===== config.mk =====
export PLATFORM = sky130hd
export DESIGN_NAME = alu_issue_stage
export DESIGN_NICKNAME = d
export VERILOG_FILES = /design/src/rtl/alu_issue_stage.sv
export SDC_FILE = /design/constraint.sdc
export NUM_CORES = 1
export LEC_CHECK = 0
export CAP_MARGIN = 30
export CORE_MARGIN = 3
export CORE_UTILIZATION = 46
export CTS_BUF_LIST = sky130_fd_sc_hd__clkbuf_4
export DETAILED_ROUTE_END_ITERATION = 12
export DONT_BUFFER_PORTS = 1
export MAX_ROUTING_LAYER = met4
export PLACE_DENSITY_LB_ADDON = 0.1
export SYNTH_ARGS = -nofsm -noshare
export SYNTH_HDL_FRONTEND = slang
export SYNTH_SLANG_ARGS = --single-unit

===== constraint.sdc =====
create_clock -name clk -period 25.3 [get_ports clk]
set_input_delay 2.53 -clock clk [delete_from_list [all_inputs] [get_ports clk]]
set_output_delay 2.53 -clock clk [all_outputs]
set_load 0.05 [all_outputs]

===== src/rtl/alu_issue_stage.sv =====
// rtl/alu_issue_stage.sv - decode-and-issue stage with 2-entry buffer in front of the 64-bit ALU
module alu_issue_stage #(
    parameter int XLEN  = 64,
    parameter int CNT_W = 8
) (
    input  logic             clk,
    input  logic             reset,
    input  logic             in_valid,
    output logic             in_ready,
    input  logic [1:0]       op_class,
    input  logic [2:0]       funct3,
    input  logic             funct7_5,
    input  logic [XLEN-1:0]  rs1_data,
    input  logic [XLEN-1:0]  rs2_data,
    input  logic [XLEN-1:0]  imm,
    output logic             out_valid,
    input  logic             out_ready,
    output logic [XLEN-1:0]  alu_a,
    output logic [XLEN-1:0]  alu_b,
    output logic [3:0]       alu_op,
    output logic             illegal,
    output logic [CNT_W-1:0] illegal_cnt
);

    localparam logic [3:0] OP_AND = 4'b0000;
    localparam logic [3:0] OP_OR  = 4'b0001;
    localparam logic [3:0] OP_ADD = 4'b0010;
    localparam logic [3:0] OP_SUB = 4'b0110;
    // 4'b1100 (NOR) is reserved for future decode extensions.

    typedef enum logic [1:0] {
        S_EMPTY = 2'd0,
        S_ONE   = 2'd1,
        S_FULL  = 2'd2
    } count_t;

    count_t r_count;
    count_t w_count_nxt;

    logic [XLEN-1:0]  r_head_a, r_head_b, r_tail_a, r_tail_b;
    logic [3:0]       r_head_op, r_tail_op;
    logic             r_head_ill, r_tail_ill;
    logic [CNT_W-1:0] r_ill_cnt;

    logic [XLEN-1:0] w_dec_b;
    logic [3:0]      w_dec_op;
    logic            w_dec_ill;
    logic            w_push, w_pop;
    logic            w_head_from_in, w_head_from_tail, w_tail_from_in;

    // Translate the instruction slice into ALU op and operand B; unsupported funct3 falls back to ADD
    always_comb begin
        w_dec_op  = OP_ADD;
        w_dec_b   = imm;
        w_dec_ill = 1'b0;
        case (op_class)
            2'b00: begin
                w_dec_op = OP_ADD;
                w_dec_b  = imm;
            end
            2'b01: begin
                w_dec_op = OP_SUB;
                w_dec_b  = rs2_data;
            end
            2'b10: begin
                w_dec_b = rs2_data;
                case (funct3)
                    3'b000:  w_dec_op = funct7_5 ? OP_SUB : OP_ADD;
                    3'b111:  w_dec_op = OP_AND;
                    3'b110:  w_dec_op = OP_OR;
                    default: w_dec_ill = 1'b1;
                endcase
            end
            default: begin
                w_dec_b = imm;
                case (funct3)
                    3'b000:  w_dec_op = OP_ADD;
                    3'b111:  w_dec_op = OP_AND;
                    3'b110:  w_dec_op = OP_OR;
                    default: w_dec_ill = 1'b1;
                endcase
            end
        endcase
    end

    // Handshakes look only at registered occupancy, so in_ready never depends on out_ready
    assign in_ready  = (r_count != S_FULL);
    assign out_valid = (r_count != S_EMPTY);
    assign w_push    = in_valid & in_ready;
    assign w_pop     = out_valid & out_ready;

    // Occupancy next-state and which buffer slot each cycle loads
    always_comb begin
        w_count_nxt      = r_count;
        w_head_from_in   = 1'b0;
        w_head_from_tail = 1'b0;
        w_tail_from_in   = 1'b0;
        case (r_count)
            S_EMPTY: begin
                if (w_push) begin
                    w_count_nxt    = S_ONE;
                    w_head_from_in = 1'b1;
                end
            end
            S_ONE: begin
                if (w_push && w_pop) begin
                    w_head_from_in = 1'b1;
                end else if (w_push) begin
                    w_count_nxt    = S_FULL;
                    w_tail_from_in = 1'b1;
                end else if (w_pop) begin
                    w_count_nxt = S_EMPTY;
                end
            end
            S_FULL: begin
                if (w_pop) begin
                    w_count_nxt      = S_ONE;
                    w_head_from_tail = 1'b1;
                end
            end
            default: w_count_nxt = S_EMPTY;
        endcase
    end

    // Occupancy state register
    always_ff @(posedge clk or posedge reset) begin
        if (reset) begin
            r_count <= S_EMPTY;
        end else begin
            r_count <= w_count_nxt;
        end
    end

    // Head and tail entry storage; head feeds the ALU outputs directly
    always_ff @(posedge clk or posedge reset) begin
        if (reset) begin
            r_head_a   <= '0;
            r_head_b   <= '0;
            r_head_op  <= OP_AND;
            r_head_ill <= 1'b0;
            r_tail_a   <= '0;
            r_tail_b   <= '0;
            r_tail_op  <= OP_AND;
            r_tail_ill <= 1'b0;
        end else begin
            if (w_head_from_in) begin
                r_head_a   <= rs1_data;
                r_head_b   <= w_dec_b;
                r_head_op  <= w_dec_op;
                r_head_ill <= w_dec_ill;
            end else if (w_head_from_tail) begin
                r_head_a   <= r_tail_a;
                r_head_b   <= r_tail_b;
                r_head_op  <= r_tail_op;
                r_head_ill <= r_tail_ill;
            end
            if (w_tail_from_in) begin
                r_tail_a   <= rs1_data;
                r_tail_b   <= w_dec_b;
                r_tail_op  <= w_dec_op;
                r_tail_ill <= w_dec_ill;
            end
        end
    end

    // Saturating count of illegal encodings accepted
    always_ff @(posedge clk or posedge reset) begin
        if (reset) begin
            r_ill_cnt <= '0;
        end else if (w_push && w_dec_ill && (r_ill_cnt != {CNT_W{1'b1}})) begin
            r_ill_cnt <= r_ill_cnt + CNT_W'(1);
        end
    end

    assign alu_a       = r_head_a;
    assign alu_b       = r_head_b;
    assign alu_op      = r_head_op;
    assign illegal     = r_head_ill;
    assign illegal_cnt = r_ill_cnt;

endmodule

After elaboration in Yosys (flattened, before gate mapping)
Index checks and enable logic that the tools add are counted.
W data, S select, Z words.
{ "op_classes": {"n_addsub": 1, "eq_ne": 12, "muxes": 28, "bitwise": 2, "reduce_logical": 12} }
{ "op_table": {"columns": ["op", "count"], "rows": [
  ["$mux W64", 5],
  ["$pmux W3 S3", 2],
  ["$mux W1", 10],
  ["$mux W2", 5],
  ["$add A8 B1 Y8 const B", 1],
  ["$mux W4", 2],
  ["$ne A2 B2 Y1 const B", 4],
  ["$ne A8 B8 Y1 const B", 1],
  ["$eq A3 B3 Y1 const B", 2],
  ["$pmux W2 S3", 1],
  ["$eq A2 B1 Y1 const B", 2],
  ["$eq A2 B2 Y1 const B", 2],
  ["$logic_not A2 Y1", 2],
  ["$pmux W2 S2", 1],
  ["$reduce_and A4 Y1", 1],
  ["$reduce_bool A2 Y1", 2],
  ["$reduce_or A2 Y1", 2],
  ["$logic_and A1 B1 Y1", 3],
  ["$logic_not A3 Y1", 1],
  ["$mux W3", 1],
  ["$ne A3 B3 Y1 const B", 1],
  ["$reduce_or A3 Y1", 1],
  ["$and A1 B1 Y1", 2],
  ["$pmux W1 S2", 1]
]} }
{ "word_totals": {"reg_bits": 276, "input_bits": 202, "out_inout_bits": 143, "elab_cells": 65} }

Logic depth before layout (Yosys ltp)
Gate-level depths: netlist (run 1).
{ "depth": {"word_depth": 6, "ltp_mapped": 7} }

Worst setup path after synthesis (run 1)
OpenSTA, ideal clock, no wires.
{ "synth_path": {"kind": "input -> register", "from": "input port op_class[1]", "to": "register r_ill_cnt[1], in the netlist illegal_cnt[1]", "setup_ns": 0.128, "t_arrival_ns": 3.754, "t_required_ns": 25.172, "path_slack_ns": 21.419, "cell_stages": 6, "cell_sequence": "inv_1 -> ha_1 -> a211oi_2 -> nand4_4 -> nor2_1 -> mux2_1"} }
{ "synth_via": {"elab_chain_len": 5, "elab_cells_between_ends": 6} }
{ "synth_lines": {"columns": ["element", "line_no", "source"], "rows": [
  ["start: declaration", "10", "input logic [1:0] op_class,"],
  ["$eq A2 B1 Y1 or $logic_not A2 Y1 (tied branches)", "56", "case (op_class)"],
  ["$reduce_or A2 Y1 (no line) *", null, null],
  ["$mux W1 *", null, null],
  ["$logic_and A1 B1 Y1 * (2 in series)", "170", "end else if (w_push && w_dec_ill && (r_ill_cnt != {CNT_W{1'b1}})) begin"],
  ["end signal: assignment", "171", "r_ill_cnt <= r_ill_cnt + CNT_W'(1);"],
  ["end: declaration", "43", "logic [CNT_W-1:0] r_ill_cnt;"]
]} }
Every way passes the cells marked *; elsewhere a longest branch is shown, timed or not.
A chain may end at the register's enable or synchronous reset.

Worst setup path after layout (run 1)
{ "layout_path": {"from": "register r_count[1]", "to": "output port in_ready"} }
{ "layout_via": {"elab_chain_len": 1} }
{ "layout_lines": {"columns": ["element", "line_no", "source"], "rows": [
  ["start: declaration", "37", "count_t r_count;"],
  ["start signal: assignment", "130", "r_count <= w_count_nxt;"],
  ["$ne A2 B2 Y1", "87", "assign in_ready = (r_count != S_FULL);"],
  ["end: declaration", "9", "output logic in_ready,"]
]} }
No other way between the ends.

==> results of run 1 <==
-- logic make-up after synthesis --
| kind of cell | after synthesis | share of synthesized area, % |
|---|---|---|
| AOI/OAI and AO/OA | 204 | 8.42 |
| xor gates and xnor gates | 6 | 0.429 |
| other | 1 | 0.0306 |
| adders and majority gates | 5 | 0.510 |
| muxes | 199 | 16.9 |
| DFF | 274 | 55.9 |
| and+or+nand+nor | 429 | 13.9 |
| buffers and inverters | 83 | 3.79 |
-- cells in the mapped netlist --
cell type    n  share of area, %
a211oi_2     1              0.10
a21oi_1     67               2.7
and2_1       1             0.051
buf_2       50               2.0
buf_4        6              0.37
buf_6        9              0.83
clkbuf_1    14              0.43
conb_1       1             0.031
dfrtp_1    274                56
ha_1         5              0.51
inv_1        4              0.12
mux2_1       9              0.83
mux2_2      59               5.4
mux2i_1    131                11
nand2_1    333                10
nand2b_1     4              0.20
nand3_1      4              0.16
nand3b_1     1             0.061
nand3b_2     1             0.092
nand4_1      1             0.051
nand4_4      1              0.17
nor2_1      71               2.2
nor2_2       1             0.051
nor2b_1      2              0.10
nor3_1       3              0.12
nor3b_1      1             0.061
nor4_2       2              0.20
nor4b_2      1              0.12
o21ai_0     73               3.0
o21ai_1     60               2.4
o22ai_1      3              0.15
or2_2        1             0.051
or3_1        1             0.051
xor2_1       6              0.43
-- worst register-to-register path, delay by kind of cell, from the launching register on --
kind            cells  cell delay, ps
flops               1             460
buf+inv             2            1430
simple gates        2             370
compound gates      1             270
-- flip-flops by register name (all words and copies together), names as in the netlist --
signal       cells
r_tail_ill       1
alu_a           64
r_tail_b        64
illegal          1
r_tail_op        3
alu_b           64
r_count          2
r_tail_a        64
alu_op           3
illegal_cnt      8
-- cell type report --
type,count,share of cell area (%)
clock buffer,111,6.25
inverter,4,0.169
clock inverter,12,0.591
timing repair buffer,12,1.13
sequential,274,51.4
multi-input combinational,844,37.3
tap,335,3.14
antenna,1,0.0188
-- path summary, 6_finish.rpt --
check                            start  cells past startpoint            to
min in group asynchronous        reset                      1      alu_b[1]
min reg2reg                r_tail_b[6]                      2   r_tail_b[6]
max                         r_count[1]                      1      in_ready
min                        r_tail_b[6]                      2   r_tail_b[6]
max reg2reg                 r_count[1]                      5     alu_a[62]
max in group asynchronous        reset                      3  r_tail_a[22]
-- per-layer routing --
metal | vias up | share of wire [%] | GRT usage, %
met5 | - | 0 | -
met4 | 0 | 1.1 | 6.05
met3 | 32 | 9.5 | 7.73
met2 | 291 | 46 | 29.5
met1 | 3811 | 43 | 25.5
li1 | 4093 | - | -
-- per-stage QoR --
stage               std cells  util [%]
global placement         1466      47.2
global route             1593      51.1
floorplan                1201         -
finish                   1593      51.1
detailed placement       1468      47.5
CTS                      1591      50.9
-- power by group --
| group | internal [mW] | switching, mW |
|---|---|---|
| combinational | 0.112 | 0.135 |
| clock | 0.209 | 0.174 |
| sequential | 0.580 | 0.333 |
| total | 0.901 | 0.642 |
==> flow_metrics.py, run 1 <==
metrics = {
    "route": {
        "finalWirelength_um": 28400,
        "dr.pass1.iters": 5,
        "wire_per_inst_um": 17.8,
        "drtIter0Drc": 372,
        "vias": 8227,
        "ant_nets": 0,
        "vias_per_cell": 5.16,
        "drc": 0,
    },
    "floorplanning": {
        "fp.dieW_um": 169,
        "dieArea_um2": 28600,
        "start_util_pct": 46.9,
        "die_h_um": 169,
        "core-area_um2": 26100,
        "io_pins": 345,
        "num_rows": 59,
    },
    "synthesis": {
        "netlist_area_um2": 12300,
        "ys_seq_area_share_pct": 55.9,
        "avgSynthCellArea_um2": 10.2,
        "synth_cells": 1201,
        "ys_warn_count": 0,
        "syn-num-nets": 1408,
        "ys_ff_latch": 274,
        "yosysUniqueCellTypes": 34,
    },
    "setup_path": {
        "crit_path_end_kind": "output pin",
        "cp_top_family": "simple AND/OR/NAND/NOR gates",
        "cp.buffers_inverters": 0,
        "cp.arrival_ps": 1660,
        "path_max_fanout": 7,
        "start_kind": "flip-flop",
        "worst-r2r-setup-slack_ps": 22610,
        "worst_ep_required_time_ps": 22770,
        "critical_path_class": "reg2out",
        "cpMaxStageDelayCell": "nand2b_1",
        "slowest_delay_ps": 560,
        "path_cells": "nand2b_1",
    },
    "timing": {
        "max_freq_ghz": 0.239,
        "setup_violations": 0,
        "relSlewSlack_pct": 36.3,
        "whs_ps": 470,
        "rsz0062_at_grt": "no",
        "hold_violations": 0,
        "clock_skew_ps": 39.5,
        "tightest_slew_ps": 955,
        "drv_slew": 0,
        "fin_crit_ps": 4190,
        "min_period_over_period_pct": 16.5,
        "fin_tns_setup_ps": 0,
        "fin_ws_ps": 21110,
    },
    "global_routing": {
        "grt_overflow": 0,
        "antenna_found_initial": 1,
        "grt_pass1_wl_um": 44200,
        "grt_pass1_vias": 8121,
        "grtUsageTotal_pct": 19.9,
        "grt_max_degree": 99,
    },
    "clock_tree": {
        "ctsResizeCount": 0,
        "clock_sinks": 274,
        "cts-htree-levels": 3,
        "cts_hold_buf": 0,
        "insertion_delay_ps": 630,
        "cts_setup_buffers": 0,
        "numCtsBuffers": 74,
        "clk_path_buf_depth": 3,
        "cts-root-buf": "clkbuf_4",
        "cts_tree": "built",
        "cts.clk_slew.worst_paths_ps": 70,
    },
    "final_layout": {
        "drive_above_1_share_pct": 15.8,
        "seq_area_um2": 6860,
        "multi_input_area_um2": 4980,
        "n_fill_cell": 2449,
        "stdcell_area_um2": 13300,
        "layout_common_cells": "332 x nand2_1, 274 x dfrtp_1, 131 x mux2i_1",
        "final_common_cell": "nand2_1",
        "area_delta_synth_final_pct": 8.86,
        "final_nets": 1417,
    },
    "placement": {
        "pre_cts_ws_ps": 20600,
        "io_buffers": 0,
        "place_congestion": 0.766,
        "place_area_um2": 12400,
        "hpwl_um": 18200,
    },
    "hold_path": {
        "hp-class": "reg2reg",
    },
    "status": {
        "status": "complete, no violations",
    },
    "power_and_ir_drop": {
        "p_leak_nw": 6.70,
        "power.total_mw": 1.54,
        "irDropWorstVdd_mv": 0.0516,
        "cellPowerDensity_nw_per_um2": 116,
    },
    "run": {
        "drv_cap": 0,
    },
}
Power figures use the tool's default switching activity.
==> run 2, diff against run 1 <==
==> constraint.sdc (replaced) <==
create_clock -name clk -period 3.7 [get_ports clk]
set_input_delay 0.37 -clock clk [delete_from_list [all_inputs] [get_ports clk]]
set_output_delay 0.37 -clock clk [all_outputs]
set_load 0.05 [all_outputs]
==> run 2 against run 1 <==
Net effect:
- non-clock buffer count is 202 higher
- via count is 12% higher
- critical path depth is 3 higher
- critical path type is now reg2reg
- largest power group unchanged
==> flow_metrics.py, run 2 (synthesis gave the netlist of run 1 again) <==
metrics = {
    "setup_path": {
        "r2r-end": "illegal_cnt[1]",
        "path_max_fanout": 7,
        "worst_ep_required_time_ps": 4230,
        "cp.arrival_ps": 2610,
        "slowest_delay_ps": 570,
        "worst-r2r-setup-slack_ps": 1630,
        "crit_path_end_kind": "flip-flop",
        "start_kind": "flip-flop",
        "ff2ff_path_depth": 4,
        "path_cells": "nand2b_1 > nand4_4 > nor2_1 > mux2_1",
        "critical_path_class": "reg2reg",
        "r2r_start": "r_count[1]",
        "cpMaxStageDelayCell": "nand2b_1",
    },
    "hold_path": {
        "holdPathEnd": "illegal_cnt[5]",
        "whs_path_depth": 3,
        "min_from": "in_valid",
        "hp-class": "in2reg",
    },
    "clock_tree": {
        "cts_setup_buffers": 0,
        "cts_tree": "built",
        "cts-root-buf": "clkbuf_4",
        "clock_sinks": 274,
        "cts-htree-levels": 3,
        "clk_path_buf_depth": 3,
        "cts.clk_slew.worst_paths_ps": 60,
        "insertion_delay_ps": 680,
        "cts_hold_buf": 200,
        "numCtsBuffers": 78,
        "ctsResizeCount": 0,
    },
    "floorplanning": {
        "core-area_um2": 26100,
        "fp.dieW_um": 169,
        "io_pins": 345,
        "dieArea_um2": 28600,
        "die_h_um": 169,
        "start_util_pct": 46.9,
        "num_rows": 59,
    },
    "route": {
        "drtIter0Drc": 501,
        "wl_met1_um": 12700,
        "routed-wl-met3_um": 2920,
        "wire_per_inst_um": 16.8,
        "topRoutingLayerUsed": "met4",
        "ant_nets": 0,
        "wl_met2_um": 14100,
        "vias_per_cell": 5.07,
        "drc": 0,
        "dr.pass1.iters": 5,
        "vias": 9190,
        "finalWirelength_um": 30300,
    },
    "timing": {
        "drv_slew": 0,
        "rsz0062_at_grt": "no",
        "hold_violations": 0,
        "fin_crit_ps": 2070,
        "max_freq_ghz": 0.482,
        "tightest_slew_ps": 831,
        "setup_violations": 0,
        "min_period_over_period_pct": 56.1,
        "relSlewSlack_pct": 44.6,
        "clock_skew_ps": 46.3,
        "whs_ps": 71.1,
        "fin_tns_setup_ps": 0,
    },
    "status": {
        "status": "complete, no violations",
    },
    "power_and_ir_drop": {
        "cellPowerDensity_nw_per_um2": 711,
        "power.total_mw": 11.0,
        "p_leak_nw": 7.60,
        "irDropWorstVdd_mv": 0.403,
    },
    "run": {
        "drv_cap": 0,
    },
    "placement": {
        "io_buffers": 0,
        "hpwl_um": 18400,
        "place_congestion": 0.750,
    },
    "global_routing": {
        "grtUsageTotal_pct": 21.5,
        "antenna_found_initial": 1,
        "grt_overflow": 0,
        "grt_pass1_vias": 9133,
        "grt_pass1_wl_um": 48300,
        "grt_max_degree": 120,
    },
    "final_layout": {
        "layout_common_cells": "332 x nand2_1, 274 x dfrtp_1, 200 x dlygate4sd3_1",
        "final_common_cell": "nand2_1",
        "final_nets": 1623,
        "drive_above_1_share_pct": 14.5,
        "area_delta_synth_final_pct": 26.3,
        "n_fill_cell": 2265,
        "seq_area_um2": 6860,
        "multi_input_area_um2": 4980,
    },
}
-- run 2: changes by cell type in the layout (fill, tap and decap cells not counted) --
cell           change
inv_8              -1
buf_4              -1
clkbuf_4          +11
dlygate4sd3_1    +200
diode_2            +1
clkinv_1           +3
buf_12             +5
clkinvlp_4         +2
buf_16             -2
-- run 2: layout make-up --
| type | instances | area share [%] |
|---|---|---|
| diodes | 2 | 0.0323 |
| multi-input cells | 844 | 32.2 |
| clock inverters | 16 | 0.630 |
| flip-flops and latches | 274 | 44.3 |
| well taps | 335 | 2.71 |
| clock buffers | 122 | 5.92 |
| repair buffers | 214 | 14.1 |
| inverters | 4 | 0.121 |
-- run 2: metal layers --
metal	up-vias	track usage [%]
met5	-	-
met1	4339	26.8
met4	0	6.90
met3	38	8.71
met2	297	32.3
li1	4516	-
-- run 2: how the worst max path moves through the flow --
stage / start / endpoint / slack, ps / depth (start not counted)
after floorplan: reset / alu_a[0] / -290 / 1
after global placement: op_class[0] / r_tail_b[40] / 1560 / 4
after detailed placement: r_count[0] / illegal_cnt[1] / 1580 / 4
after CTS: r_count[0] / in_ready / 1580 / 1
after global routing: r_count[0] / r_tail_a[23] / 1400 / 5
final: r_count[1] / illegal_cnt[1] / 1630 / 4
-- run 2: power breakdown --
part	total [mW]	internal [mW]	switching, mW
sequential	6.26	3.97	2.29
combinational	1.94	0.953	0.989
clock	2.81	1.56	1.25
-- run 2: critical path, delay by kind of cell (launching register included) --
family | cells | cell delay, ps
AND/OR/NAND/NOR | 3 | 1160
flip-flops | 1 | 460
multiplexers | 1 | 350
-- run 2: through the flow --
| stage | util, % | std cells | setup slack [ps] | cell area (um2) |
|---|---|---|---|---|
| finish | 59.2 | 1811 | 1630 | 15500 |
| global route | 59.2 | 1811 | 1400 | 15500 |
| CTS | 59.2 | 1809 | 1580 | 15500 |
| global placement | 47.6 | 1470 | 1560 | 12400 |
| floorplan | - | 1201 | -293 | 12300 |
| detailed placement | 47.7 | 1471 | 1580 | 12500 |
==> run 3, diff against run 2 <==
==> constraint.sdc (replaced) <==
create_clock -name clk -period 2 [get_ports clk]
set_input_delay 0.2 -clock clk [delete_from_list [all_inputs] [get_ports clk]]
set_output_delay 0.2 -clock clk [all_outputs]
set_load 0.05 [all_outputs]
==> run 3 against run 2 <==
Net effect:
- sequential share of layout area down 1.5 points
- first-iteration DRC count down 9.6%
- clock-buffer cell count down 1
- critical path depth up 1
- non-clock buffer count up 35
- power up 89%
- worst setup slack worse by 1500 ps
- die area unchanged
- design area up 3.4%
- combinational power up 110%
- clock power up 90%
- clock skew down 23 ps
==> flow_metrics.py, run 3 (synthesis gave the netlist of run 1 again) <==
metrics = {
    "status": {
        "status": "complete, no violations",
    },
    "final_layout": {
        "final_util_pct": 61.3,
        "multi_input_area_um2": 5010,
        "seq_area_um2": 6860,
        "drive_above_1_share_pct": 16.5,
        "area_delta_synth_final_pct": 30.6,
        "final_common_cell": "nand2_1",
        "final_nets": 1654,
        "n_fill_cell": 2171,
        "layout_common_cells": "332 x nand2_1, 274 x dfrtp_1, 204 x dlygate4sd3_1",
        "final_cells": 1837,
    },
    "floorplanning": {
        "io_pins": 345,
        "core-area_um2": 26100,
        "fp.dieW_um": 169,
        "dieArea_um2": 28600,
        "die_h_um": 169,
        "num_rows": 59,
        "start_util_pct": 46.9,
    },
    "setup_path": {
        "start_kind": "flip-flop",
        "slowest_delay_ps": 570,
        "cp.arrival_ps": 2370,
        "cpMaxStageDelayCell": "dlygate4sd3_1",
        "path_max_fanout": 20,
        "path_cells": "nor2b_1 > nand2_4 > nand2_1 > o21ai_0 > dlygate4sd3_1",
        "r2r_start": "r_count[1]",
        "crit_path_end_kind": "flip-flop",
        "worst_ep_required_time_ps": 2510,
        "critical_path_class": "reg2reg",
        "startpoint": "r_count[1]",
    },
    "power_and_ir_drop": {
        "cellPowerDensity_nw_per_um2": 1300,
        "power.total_mw": 20.8,
        "irDropWorstVdd_mv": 0.725,
        "p_leak_nw": 7.87,
    },
    "timing": {
        "hold_violations": 0,
        "max_freq_ghz": 0.537,
        "fin_ws_ps": 138,
        "clock_skew_ps": 23.1,
        "fin_crit_ps": 1860,
        "setup_violations": 0,
        "rsz0062_at_grt": "no",
        "drv_slew": 0,
        "tightest_slew_ps": 763,
        "whs_ps": 157,
        "relSlewSlack_pct": 49.0,
        "min_period_over_period_pct": 93.1,
    },
    "placement": {
        "placedCellCount": 1500,
        "hpwl_um": 19600,
        "place_congestion": 0.738,
        "pre_cts_ws_ps": 244,
        "io_buffers": 0,
    },
    "route": {
        "finalWirelength_um": 31600,
        "drtIter0Drc": 453,
        "vias": 9353,
        "drc": 0,
        "ant_nets": 0,
        "wire_per_inst_um": 17.2,
        "vias_per_cell": 5.09,
        "dr.pass1.iters": 4,
    },
    "global_routing": {
        "grt_pass1_vias": 9871,
        "grt_pass1_wl_um": 50600,
        "grt_overflow": 0,
        "antenna_found_initial": 1,
        "grtUsageTotal_pct": 22.5,
        "grt_max_degree": 105,
    },
    "clock_tree": {
        "cts.clk_slew.worst_paths_ps": 70,
        "numCtsBuffers": 74,
        "cts-htree-levels": 3,
        "insertion_delay_ps": 640,
        "clk_path_buf_depth": 3,
        "clock_sinks": 274,
        "cts_tree": "built",
        "cts-root-buf": "clkbuf_4",
    },
    "hold_path": {
        "hp-class": "in2reg",
        "min_from": "op_class[0]",
    },
    "run": {
        "drv_cap": 0,
    },
}
-- run 3: cell types whose count changed in the layout (fill, tap and decap cells not counted), moves of 2 or more --
cell and change:
clkinv_2 +2, buf_12 +15, dlygate4sd3_1 +4, mux2i_2 +3
buf_4 +13, clkinvlp_4 -2, bufinv_16 +2, clkinv_1 -8
mux2i_1 -4
-- run 3: report_power, final --
part / internal [mW] / switching, mW / leakage, nW
Sequential: 7.35 / 4.00 / 3.33
Combinational: 1.96 / 2.16 / 3.94
Clock: 3.11 / 2.22 / 0.612
-- run 3: path summary, 6_finish.rpt --
kind                                 to  slack, ps  depth (start not counted)
max reg2reg                r_tail_b[26]        140                          5
min                        r_tail_op[1]        160                          5
min in group asynchronous      alu_a[5]        180                          2
max                        r_tail_b[26]        140                          5
min reg2reg                r_tail_a[43]        470                          2
max in group asynchronous  r_tail_b[37]       1100                          3
-- run 3: routing by layer --
metal / routed length [um] / GRT usage [%] / vias up
met5: 0 / - / -
met4: 590 / 6.65 / 0
met3: 2670 / 7.87 / 51
met2: 15200 / 36.0 / 308
met1: 13200 / 27.2 / 4423
li1: - / - / 4571
-- run 3: cell type report --
class | count | share of cell area [%]
sequential | 274 | 42.8
clock buffer | 121 | 5.67
timing repair buffer | 249 | 16.7
antenna | 1 | 0.0156
tap | 335 | 2.62
clock inverter | 9 | 0.743
multi-input combinational | 844 | 31.3
inverter | 4 | 0.117
-- run 3: worst max-delay path: cells and delay by family (launching register included) --
family                 cells  cell delay (ps)
AND/OR/NAND/NOR            3              630
buffers and inverters      1              570
flip-flops                 1              460
AO/OA/AOI/OAI              1               70
-- run 3: what timing repair did --
action	in CTS	in global routing
gates resized for setup	0	9
hold endpoints to repair	459	0
setup buffers	0	0
setup endpoints to repair	0	64
hold buffers	205	0
-- run 3: stage by stage --
| stage | TNS, ps | cell area, um2 |
|---|---|---|
| global placement | 0 | 12900 |
| finish | 0 | 16000 |
| detailed placement | 0 | 12900 |
| CTS | 0 | 15900 |
| floorplan | -499610 | 12300 |
| global route | 0 | 16000 |
